==> config.mk <==
export PLATFORM = sky130hd
export DESIGN_NAME = mbist_repair_cam
export DESIGN_NICKNAME = d
export VERILOG_FILES = /design/src/rtl/mbist_repair_cam_pkg.sv /design/src/rtl/mbist_repair_cam_prio_enc.sv /design/src/rtl/mbist_repair_cam.sv
export SDC_FILE = /design/constraint.sdc
export NUM_CORES = 1
export LEC_CHECK = 0
export BUFFER_PORTS_ARGS = -buffer_cell sky130_fd_sc_hd__buf_2
export CORE_MARGIN = 2
export CORE_UTILIZATION = 38
export DETAILED_ROUTE_END_ITERATION = 7
export REMOVE_ABC_BUFFERS = 1
export SLEW_MARGIN = 25
export SYNTH_ARGS = -nofsm -noshare
export SYNTH_HDL_FRONTEND = slang
export SYNTH_SLANG_ARGS = --single-unit
==> constraint.sdc <==
create_clock -name clk -period 2.3 [get_ports clk]
set_input_delay 0.115 -clock clk [delete_from_list [all_inputs] [get_ports clk]]
set_output_delay 0.115 -clock clk [all_outputs]
set_load 0.01 [all_outputs]
==> src/rtl/mbist_repair_cam_pkg.sv <==
// Shared defaults and entry layout for the MBIST repair CAM.
package mbist_repair_cam_pkg;

    localparam int unsigned DEF_ADDR_WD           = 9;
    localparam int unsigned DEF_RAD_WD_O          = 9;
    localparam int unsigned DEF_REPAIR_ENTRIES    = 4;
    localparam logic [8:0]  DEF_REPAIR_ADDR_START = 9'h1FC;

    typedef struct packed {
        logic                   valid;
        logic [DEF_ADDR_WD-1:0] addr;
    } repair_entry_t;

    function automatic int unsigned idx_width(input int unsigned n);
        return (n > 1) ? $clog2(n) : 1;
    endfunction

endpackage

==> src/rtl/mbist_repair_cam_prio_enc.sv <==
// Lowest-set-bit priority encoder: index of the lowest asserted bit plus an any flag.
module mbist_repair_cam_prio_enc
    import mbist_repair_cam_pkg::*;
#(
    parameter  int unsigned N  = 4,
    localparam int unsigned IW = idx_width(N)
) (
    input  logic [N-1:0]  vec_i,
    output logic [IW-1:0] idx_o,
    output logic          any_o
);

    // Descending scan so the lowest set bit is the last one written.
    always_comb begin
        idx_o = '0;
        any_o = 1'b0;
        for (int i = int'(N) - 1; i >= 0; i--) begin
            if (vec_i[i]) begin
                idx_o = IW'(i);
                any_o = 1'b1;
            end
        end
    end

endmodule

==> src/rtl/mbist_repair_cam.sv <==
// MBIST address-repair CAM: remaps failing logical addresses onto spare words, with scan load/unload.
module mbist_repair_cam
    import mbist_repair_cam_pkg::*;
#(
    parameter  int unsigned              BIST_ADDR_WD           = DEF_ADDR_WD,
    parameter  int unsigned              BIST_RAD_WD_O          = DEF_RAD_WD_O,
    parameter  int unsigned              BIST_REPAIR_ENTRIES    = DEF_REPAIR_ENTRIES,
    parameter  logic [BIST_RAD_WD_O-1:0] BIST_REPAIR_ADDR_START =
        BIST_RAD_WD_O'(DEF_REPAIR_ADDR_START),
    localparam int unsigned              CNT_WD = $clog2(BIST_REPAIR_ENTRIES + 1)
) (
    input  logic                     clk,
    input  logic                     rst_n,
    input  logic [BIST_ADDR_WD-1:0]  AddressIn,
    output logic [BIST_RAD_WD_O-1:0] AddressOut,
    output logic                     repair_hit,
    input  logic                     Error,
    input  logic [BIST_ADDR_WD-1:0]  ErrorAddr,
    output logic                     Correct,
    input  logic                     clear,
    output logic [CNT_WD-1:0]        repair_cnt,
    output logic                     repair_full,
    output logic                     repair_ovf,
    input  logic                     scan_shift,
    input  logic                     sdi,
    output logic                     sdo
);

    localparam int unsigned AW  = BIST_ADDR_WD;
    localparam int unsigned ORW = BIST_RAD_WD_O;
    localparam int unsigned N   = BIST_REPAIR_ENTRIES;
    localparam int unsigned EW  = AW + 1;
    localparam int unsigned IW  = idx_width(N);

    // Entry i occupies bits [i*EW +: EW]; bit AW of each entry is its valid flag.
    logic [N-1:0][EW-1:0] table_q, table_d;
    logic                 correct_q, correct_d;
    logic                 ovf_q, ovf_d;

    logic [N-1:0]  valid_vec;
    logic [N-1:0]  hit_vec;
    logic [N-1:0]  err_match_vec;
    logic [IW-1:0] hit_idx;
    logic [IW-1:0] free_idx;
    logic          free_any;
    logic          err_match;

    always_comb begin
        for (int i = 0; i < int'(N); i++) begin
            valid_vec[i]     = table_q[i][AW];
            hit_vec[i]       = table_q[i][AW] && (table_q[i][AW-1:0] == AddressIn);
            err_match_vec[i] = table_q[i][AW] && (table_q[i][AW-1:0] == ErrorAddr);
        end
    end

    assign err_match = |err_match_vec;

    mbist_repair_cam_prio_enc #(
        .N (N)
    ) u_hit_enc (
        .vec_i (hit_vec),
        .idx_o (hit_idx),
        .any_o (repair_hit)
    );

    mbist_repair_cam_prio_enc #(
        .N (N)
    ) u_free_enc (
        .vec_i (~valid_vec),
        .idx_o (free_idx),
        .any_o (free_any)
    );

    assign AddressOut = repair_hit ? (BIST_REPAIR_ADDR_START + ORW'(hit_idx)) : ORW'(AddressIn);

    always_comb begin
        repair_cnt = '0;
        for (int i = 0; i < int'(N); i++) begin
            repair_cnt = repair_cnt + CNT_WD'(valid_vec[i]);
        end
    end

    assign repair_full = (repair_cnt == CNT_WD'(N));
    assign repair_ovf  = ovf_q;
    assign Correct     = correct_q;
    assign sdo         = table_q[0][0];

    always_comb begin
        table_d   = table_q;
        correct_d = correct_q;
        ovf_d     = ovf_q;
        if (clear) begin
            // Only valid bits drop; stale addresses remain visible to a later scan unload.
            for (int i = 0; i < int'(N); i++) begin
                table_d[i][AW] = 1'b0;
            end
            correct_d = 1'b0;
            ovf_d     = 1'b0;
        end else if (scan_shift) begin
            table_d = {sdi, table_q[N-1:0]} >> 1;
        end else if (Error) begin
            if (err_match) begin
                correct_d = 1'b1;
            end else if (free_any) begin
                table_d[free_idx] = {1'b1, ErrorAddr};
                correct_d         = 1'b1;
            end else begin
                correct_d = 1'b0;
                ovf_d     = 1'b1;
            end
        end
    end

    always_ff @(posedge clk or negedge rst_n) begin
        if (!rst_n) begin
            table_q   <= '0;
            correct_q <= 1'b0;
            ovf_q     <= 1'b0;
        end else begin
            table_q   <= table_d;
            correct_q <= correct_d;
            ovf_q     <= ovf_d;
        end
    end

endmodule
==> flow_metrics.tcl, run 1 <==
set metrics [dict create \
    route.top_layer_used "met4" \
    period_minus_slack_ns 2.213 \
    fillCellCount 826 \
    floorplan.initialDensity 0.3967 \
    detailroute.wirelength.met3_um 590 \
    dr.pass1.iters 4 \
    route.layer.met1.wl_um 4147 \
    synthToLayoutAreaGrowth_pct 12.09 \
    worst_ep_required_time_ns 2.18 \
    vdd_drop_max_v 0.0004003 \
    drv_cap 0 \
    net-switching-power_uw 915.5 \
    antenna_left 0 \
    clockPowerShare 0.230 \
    io_buffer_count 40 \
    fmax_mhz 451.9 \
    core_sq_um 8299 \
    clkLatencyLatePin_ns 0.31 \
    grt_max_degree 29 \
    post_synth_main_area_contributors "dfrtp_1, xnor2_1, xor2_1, nand2b_1, nand2_1" \
    slew_headroom 0.5775 \
    met2RoutedLength_um 4530 \
    timing.final.max_slew_violations 0 \
    final.setup.worst_slack_ns 0.08702 \
    final_layout_size_suffix_gt1_frac 0.2460 \
    first_iter_violations 216 \
    cts_inserted_buffers 5 \
    power.share.switching 0.3548 \
    cts_max_level 2 \
    placement_rows 33 \
    fin_cells 479 \
    basic_gate_share_of_the_synthesized_area_counting_and_or_nand_and_nor_cells 0.2319 \
    tightest_slew_ns 0.6304 \
    final_cell_mix "nand2_1, dfrtp_1, buf_2" \
    setup_crit_start "table_q[19]" \
    grt_antenna_before_repair 0 \
    multi_input_gate_area_in_the_final_layout_sq_um 2072 \
    path_max_fanout 3 \
    grt_setup_unrepaired "true" \
    via_per_inst 5.637 \
    p_comb_frac 0.338 \
    cts_num_sinks 42 \
    synth_xor_area_frac 0.1916 \
    yosys.area.top_type_share 0.3193 \
    grt_first_pass_wirelength_um 15230 \
    nNetsFinal 401 \
    clockRootBuffer "clkbuf_8" \
    clk_pin_slew_worst_paths_ns 0.08 \
    finClkSkew_ns 0.01268 \
    chipWidth_um 97.08 \
    critical_path_class "register to primary output" \
    synth_top_family_by_area "simple AND/OR/NAND/NOR gates" \
    pre_cts_ws_ns 0.1681 \
    die_y_um 97.08 \
    power_leakage_nw 1.569 \
    route.detailed.wl_per_inst_um 19.67 \
    hold_path.startpoint "sdi" \
    critPathArrivalTime_ns 2.10 \
    final_common_cell "nand2_1" \
    timing.final.setup_violations 0 \
    grt_overflow 0 \
    yosys_warnings 0 \
    timing.rr.start "table_q[3]" \
    placed_cell_count 468 \
    detailed_place.area_sq_um 3530 \
    die_area_sq_um 9424 \
    critical_path.startpoint_type "register" \
    dp.final_hpwl_um 6720 \
    io_pins 41 \
    syn_area_cell_sq_um 9.625 \
    seq_area_sq_um 1054 \
    power.total_mw 2.580 \
    hold_class "primary input to register" \
    routed_wl_um 9424 \
    num_antenna_cells 0 \
    final_min_period_over_clock_period 0.9622 \
    power.share.sequential 0.432 \
    gp_routability_congestion 0.8866 \
    synthAdderAreaFrac 0.01748 \
    endpoint_kind_of_the_worst_setup_timing_path "primary output" \
    ys_types 50 \
    cellPowerDensity_nw_per_um2 699.3 \
    clock_tree_from_tritoncts "built" \
    syn_inst 342 \
    cts.path.max_buffers 2 \
    route.detailed.drc 0 \
    synthMuxAreaShare 0.03535 \
    area_of_the_mapped_netlist_sq_um 3292 \
    synth_largest_area_cell "dfrtp_1" \
    postSynthRegisterBits 42 \
    grtUsageTotal 0.2058 \
    synth-compound-area-share 0.1444 \
    status "finished, final reports clean" \
    intPower_mw 1.665 \
    number_of_hold_violations_in_the_final_report 0 \
    final_design_area_no_fill_sq_um 3690 \
    first_global_vias 2697 \
    vias 2700 \
    synth_seq_area_share 0.3193 \
]
[final cells by class]
cell class,instances,share of cell area
multi-input combinational,263,0.5615
sequential,42,0.2855
timing repair buffer,52,0.07935
tap,105,0.03561
clock buffer,7,0.02068
inverter,9,0.009156
clock inverter,1,0.008138
[per-stage QoR]
| step | util | setup TNS, ns | hold WS [ns] |
|---|---|---|---|
| 6_report | 0.4446 | 0 | 0.08300 |
| 5_1_grt | 0.4446 | -0.02646 | 0.1043 |
| 4_1_cts | 0.4420 | 0 | 0.05916 |
| 3_5_place_dp | 0.4253 | 0 | 0.06202 |
| 3_3_place_gp | 0.4253 | 0 | 0.06279 |
| 2_1_floorplan | - | 0 | -0.1806 |
[worst max-delay path, stage by stage, from the launching register on]
cell,delay (ns)
dfrtp_2,0.43
inv_1,0.17
fa_1,0.45
inv_1,0.07
ha_2,0.18
ha_4,0.20
nor3b_2,0.16
buf_2,0.15
[metal layers]
layer,GRT usage,up-vias
li1,-,1256
met1,0.2917,1356
met2,0.3226,73
met3,0.03309,15
met4,0.06392,0
met5,0,-
[synth_stat cells (all sizes together)]
library cell,n
dfrtp,42
nand2,41
xnor2,37
xor2,35
nand2b,26
clkbuf,15
buf,13
nand4,12
nor4,12
a221o,9
inv,9
nor2,9
o221a,9
a2bb2oi,8
and2,8
mux2,8
o22ai,8
nor3,5
nand3,4
o21ai,4
a22oi,3
ha,3
a21oi,2
nor2b,2
o31ai,2
or3,2
a221oi,1
and3,1
and4b,1
fa,1
nand4b,1
nor3b,1
o21a,1
o311ai,1
o32a,1
o32ai,1
o41a,1
o41ai,1
or2,1
or4,1
[power by group through the flow]
stage / registers [mW] / logic, mW / clock network (mW)
2_1_floorplan: 1.06 / 0.621 / 0
3_3_place_gp: 1.12 / 0.830 / 0
3_5_place_dp: 1.12 / 0.851 / 0
4_1_cts: 1.11 / 0.868 / 0.608
5_1_grt: 1.13 / 0.966 / 0.645
6_report: 1.11 / 0.872 / 0.595
[sequential cells by signal, indices dropped and copies added (netlist names)]
name        flops
table_q        39
Correct         1
repair_ovf      1
sdo             1
[worst paths after layout]
kind / endpoint / slack [ns] / cells after the start
min in group asynchronous: table_q[35] / 0.25 / 2
min reg2reg: repair_ovf / 0.52 / 2
max: repair_full / 0.09 / 7
max reg2reg: table_q[7] / 0.19 / 6
max in group asynchronous: table_q[19] / 1.29 / 3
min: table_q[39] / 0.08 / 3
[kinds of logic (layout without fill, tap and decap cells)]
family	after synthesis	after routing
XOR/XNOR	72	72
adder cells (fa/ha/maj)	4	4
AO/OA/AOI/OAI	52	52
buffers and inverters	37	69
multiplexers	8	8
AND/OR/NAND/NOR	127	127
flip-flops	42	42
[timing repair]
item                       CTS  global route
gates cloned                 0             0
hold endpoints to repair    16             0
hold buffers                 1             0
setup endpoints to repair    1             8
pin swaps                    0             1
buffers inserted             2             0
gates resized for setup      4             4
Note: power is estimated with default switching activity, not from simulation.
==> run 2, diff against run 1 <==
--- a/config.mk
+++ b/config.mk
@@ -7,8 +7,9 @@
 export LEC_CHECK = 0
 export BUFFER_PORTS_ARGS = -buffer_cell sky130_fd_sc_hd__buf_2
 export CORE_MARGIN = 2
-export CORE_UTILIZATION = 38
+export CORE_UTILIZATION = 59
 export DETAILED_ROUTE_END_ITERATION = 7
+export PLACE_DENSITY = 0.81
 export REMOVE_ABC_BUFFERS = 1
 export SLEW_MARGIN = 25
 export SYNTH_ARGS = -nofsm -noshare
==> constraint.sdc (replaced) <==
create_clock -name clk -period 2.2 [get_ports clk]
set_input_delay 0.11 -clock clk [delete_from_list [all_inputs] [get_ports clk]]
set_output_delay 0.11 -clock clk [all_outputs]
set_load 0.01 [all_outputs]
==> run 2 against run 1 <==
Compared with the run above:
- highest routed layer unchanged
- utilization is 24 points higher
- critical endpoint is now AddressOut[1]
- clock-buffer cell count did not move
- register-to-register slack got worse by 0.08 ns
- largest cell class unchanged
==> flow_metrics.tcl, run 2 (synthesis gave the netlist of run 1 again) <==
set metrics [dict create \
    critical_path_class "register to primary output" \
    first_global_vias 2747 \
    placement_rows 27 \
    grt_max_degree 43 \
    grt_overflow 0 \
    cellPowerDensity_nw_per_um2 717.1 \
    cts_num_sinks 42 \
    post-route-util 0.6814 \
    clockRootBuffer "clkbuf_8" \
    chipWidth_um 78.70 \
    clk_pin_slew_worst_paths_ns 0.09 \
    status "finished, final reports clean" \
    route.detailed.drc 0 \
    cts_inserted_buffers 5 \
    gp_routability_congestion 0.9077 \
    worst_ep_required_time_ns 2.09 \
    critical-path-top-delay-family "simple AND/OR/NAND/NOR gates" \
    number_of_hold_violations_in_the_final_report 0 \
    slowest_stage "dfrtp_1" \
    timing.critical_path.cells "xor2_1 -> nor4_2 -> nand4_1 -> nand2b_1 -> nor2_1 -> nor3_1 -> buf_2" \
    cts_max_level 2 \
    io_pins 41 \
    placed_cell_count 439 \
    timing.critical_path.buf_inv 1 \
    cts.path.max_buffers 2 \
    grt_first_pass_wirelength_um 14690 \
    multi_input_gate_area_in_the_final_layout_sq_um 2103 \
    final.setup.worst_slack_ns 0.01311 \
    timing.final.max_slew_violations 0 \
    hold_class "primary input to register" \
    endpoint_kind_of_the_worst_setup_timing_path "primary output" \
    first_iter_violations 252 \
    setup-tns-final_ns 0 \
    core_sq_um 5439 \
    grtUsageTotal 0.3132 \
    via_per_inst 6.353 \
    clkLatencyLatePin_ns 0.31 \
    floorplan.initialDensity 0.6052 \
    vias 2865 \
    finClkSkew_ns 0.008830 \
    fmax_mhz 457.3 \
    tightest_slew_ns 0.7747 \
    power_leakage_nw 1.596 \
    num_antenna_cells 0 \
    drv_cap 0 \
    clock_tree_from_tritoncts "built" \
    fin_cells 451 \
    fillCellCount 420 \
    setup.reg_to_reg.worst_slack_ns 0.11 \
    pre_cts_ws_ns 0.06184 \
    dr.pass1.iters 5 \
    die_area_sq_um 6193 \
    io_buffer_count 40 \
    route.detailed.wl_per_inst_um 20.55 \
    dp.final_hpwl_um 6312 \
    nNetsFinal 406 \
    path_max_fanout 4 \
    critical_path.startpoint_type "register" \
    die_y_um 78.70 \
    vdd_drop_max_v 0.0004257 \
    critical_path.max_stage_delay_ns 0.44 \
    final_min_period_over_clock_period 0.9940 \
    timing.final.setup_violations 0 \
    regMostFlops "table_q" \
    routed_wl_um 9269 \
    grt_antenna_before_repair 0 \
    seq_area_sq_um 1052 \
    antenna_left 0 \
    slew_headroom 0.4835 \
    critPathArrivalTime_ns 2.08 \
    synthToLayoutAreaGrowth_pct 12.58 \
    final_cell_mix "dfrtp_1, nand2_1, buf_2" \
    largest_register_ffs 39 \
    period_minus_slack_ns 2.187 \
    final_layout_size_suffix_gt1_frac 0.2691 \
]
run 2: cell types whose count changed in the layout (fill, tap and decap cells not counted), sizes merged:
cell and change:
buf +5, clkinv +1, bufinv -1
run 2: report_power, final:
part           switching (mW)  leakage [nW]  internal (mW)  total [mW]
clock network           0.291        0.0482          0.254       0.545
registers               0.239         0.500          0.926        1.17
logic                   0.464          1.05          0.483       0.947
run 2: final timing paths:
| path | startpoint | cells after the start | endpoint |
|---|---|---|---|
| worst max-delay path | table_q[26] | 7 | AddressOut[1] |
| worst min-delay path | sdi | 3 | table_q[39] |
| worst max register to register | table_q[1] | 6 | table_q[7] |
| worst min register to register | repair_ovf | 2 | repair_ovf |
| max in group asynchronous | rst_n | 2 | table_q[39] |
| min in group asynchronous | rst_n | 2 | table_q[29] |
run 2: area by class of cell:
cell class	instances	share of cell area
clock inverter	1	0.001350
timing repair buffer	57	0.08980
sequential	42	0.2839
tap	72	0.02431
multi-input combinational	263	0.5675
clock buffer	7	0.02330
inverter	9	0.009791
run 2: metal layers:
metal | part of all wire | vias up | GRT usage
met2 | 0.47 | 135 | 0.5000
met5 | 0 | - | 0
met4 | 0.039 | 0 | 0.1333
li1 | - | 1274 | -
met3 | 0.066 | 34 | 0.05227
met1 | 0.43 | 1422 | 0.4214
run 2: stage by stage:
| stage | power, mW | instance area, sq um | hold WS [ns] |
|---|---|---|---|
| 3_5_place_dp | 2.056 | 3518 | 0.3286 |
| 4_1_cts | 2.613 | 3654 | 0.03769 |
| 5_1_grt | 2.795 | 3706 | 0.04985 |
| 2_1_floorplan | 1.761 | 3128 | -0.1856 |
| 6_report | 2.658 | 3706 | 0.03567 |
| 3_3_place_gp | 2.015 | 3518 | 0.3142 |
run 2: repair_timing:
action,in CTS,in global routing
buffers inserted,2,1
hold buffers,1,0
hold endpoints to repair,34,0
resized for setup,4,10
pin swaps,0,4
endpoints found under the setup margin,1,18
run 2: worst register-to-register path, cell delays in order, from the launching register on:
cell     delay (ns)
dfrtp_1        0.45
xor2_1         0.19
nor4_2         0.33
nand4_2        0.21
and4b_4        0.30
nand3_4        0.15
mux2_1         0.35
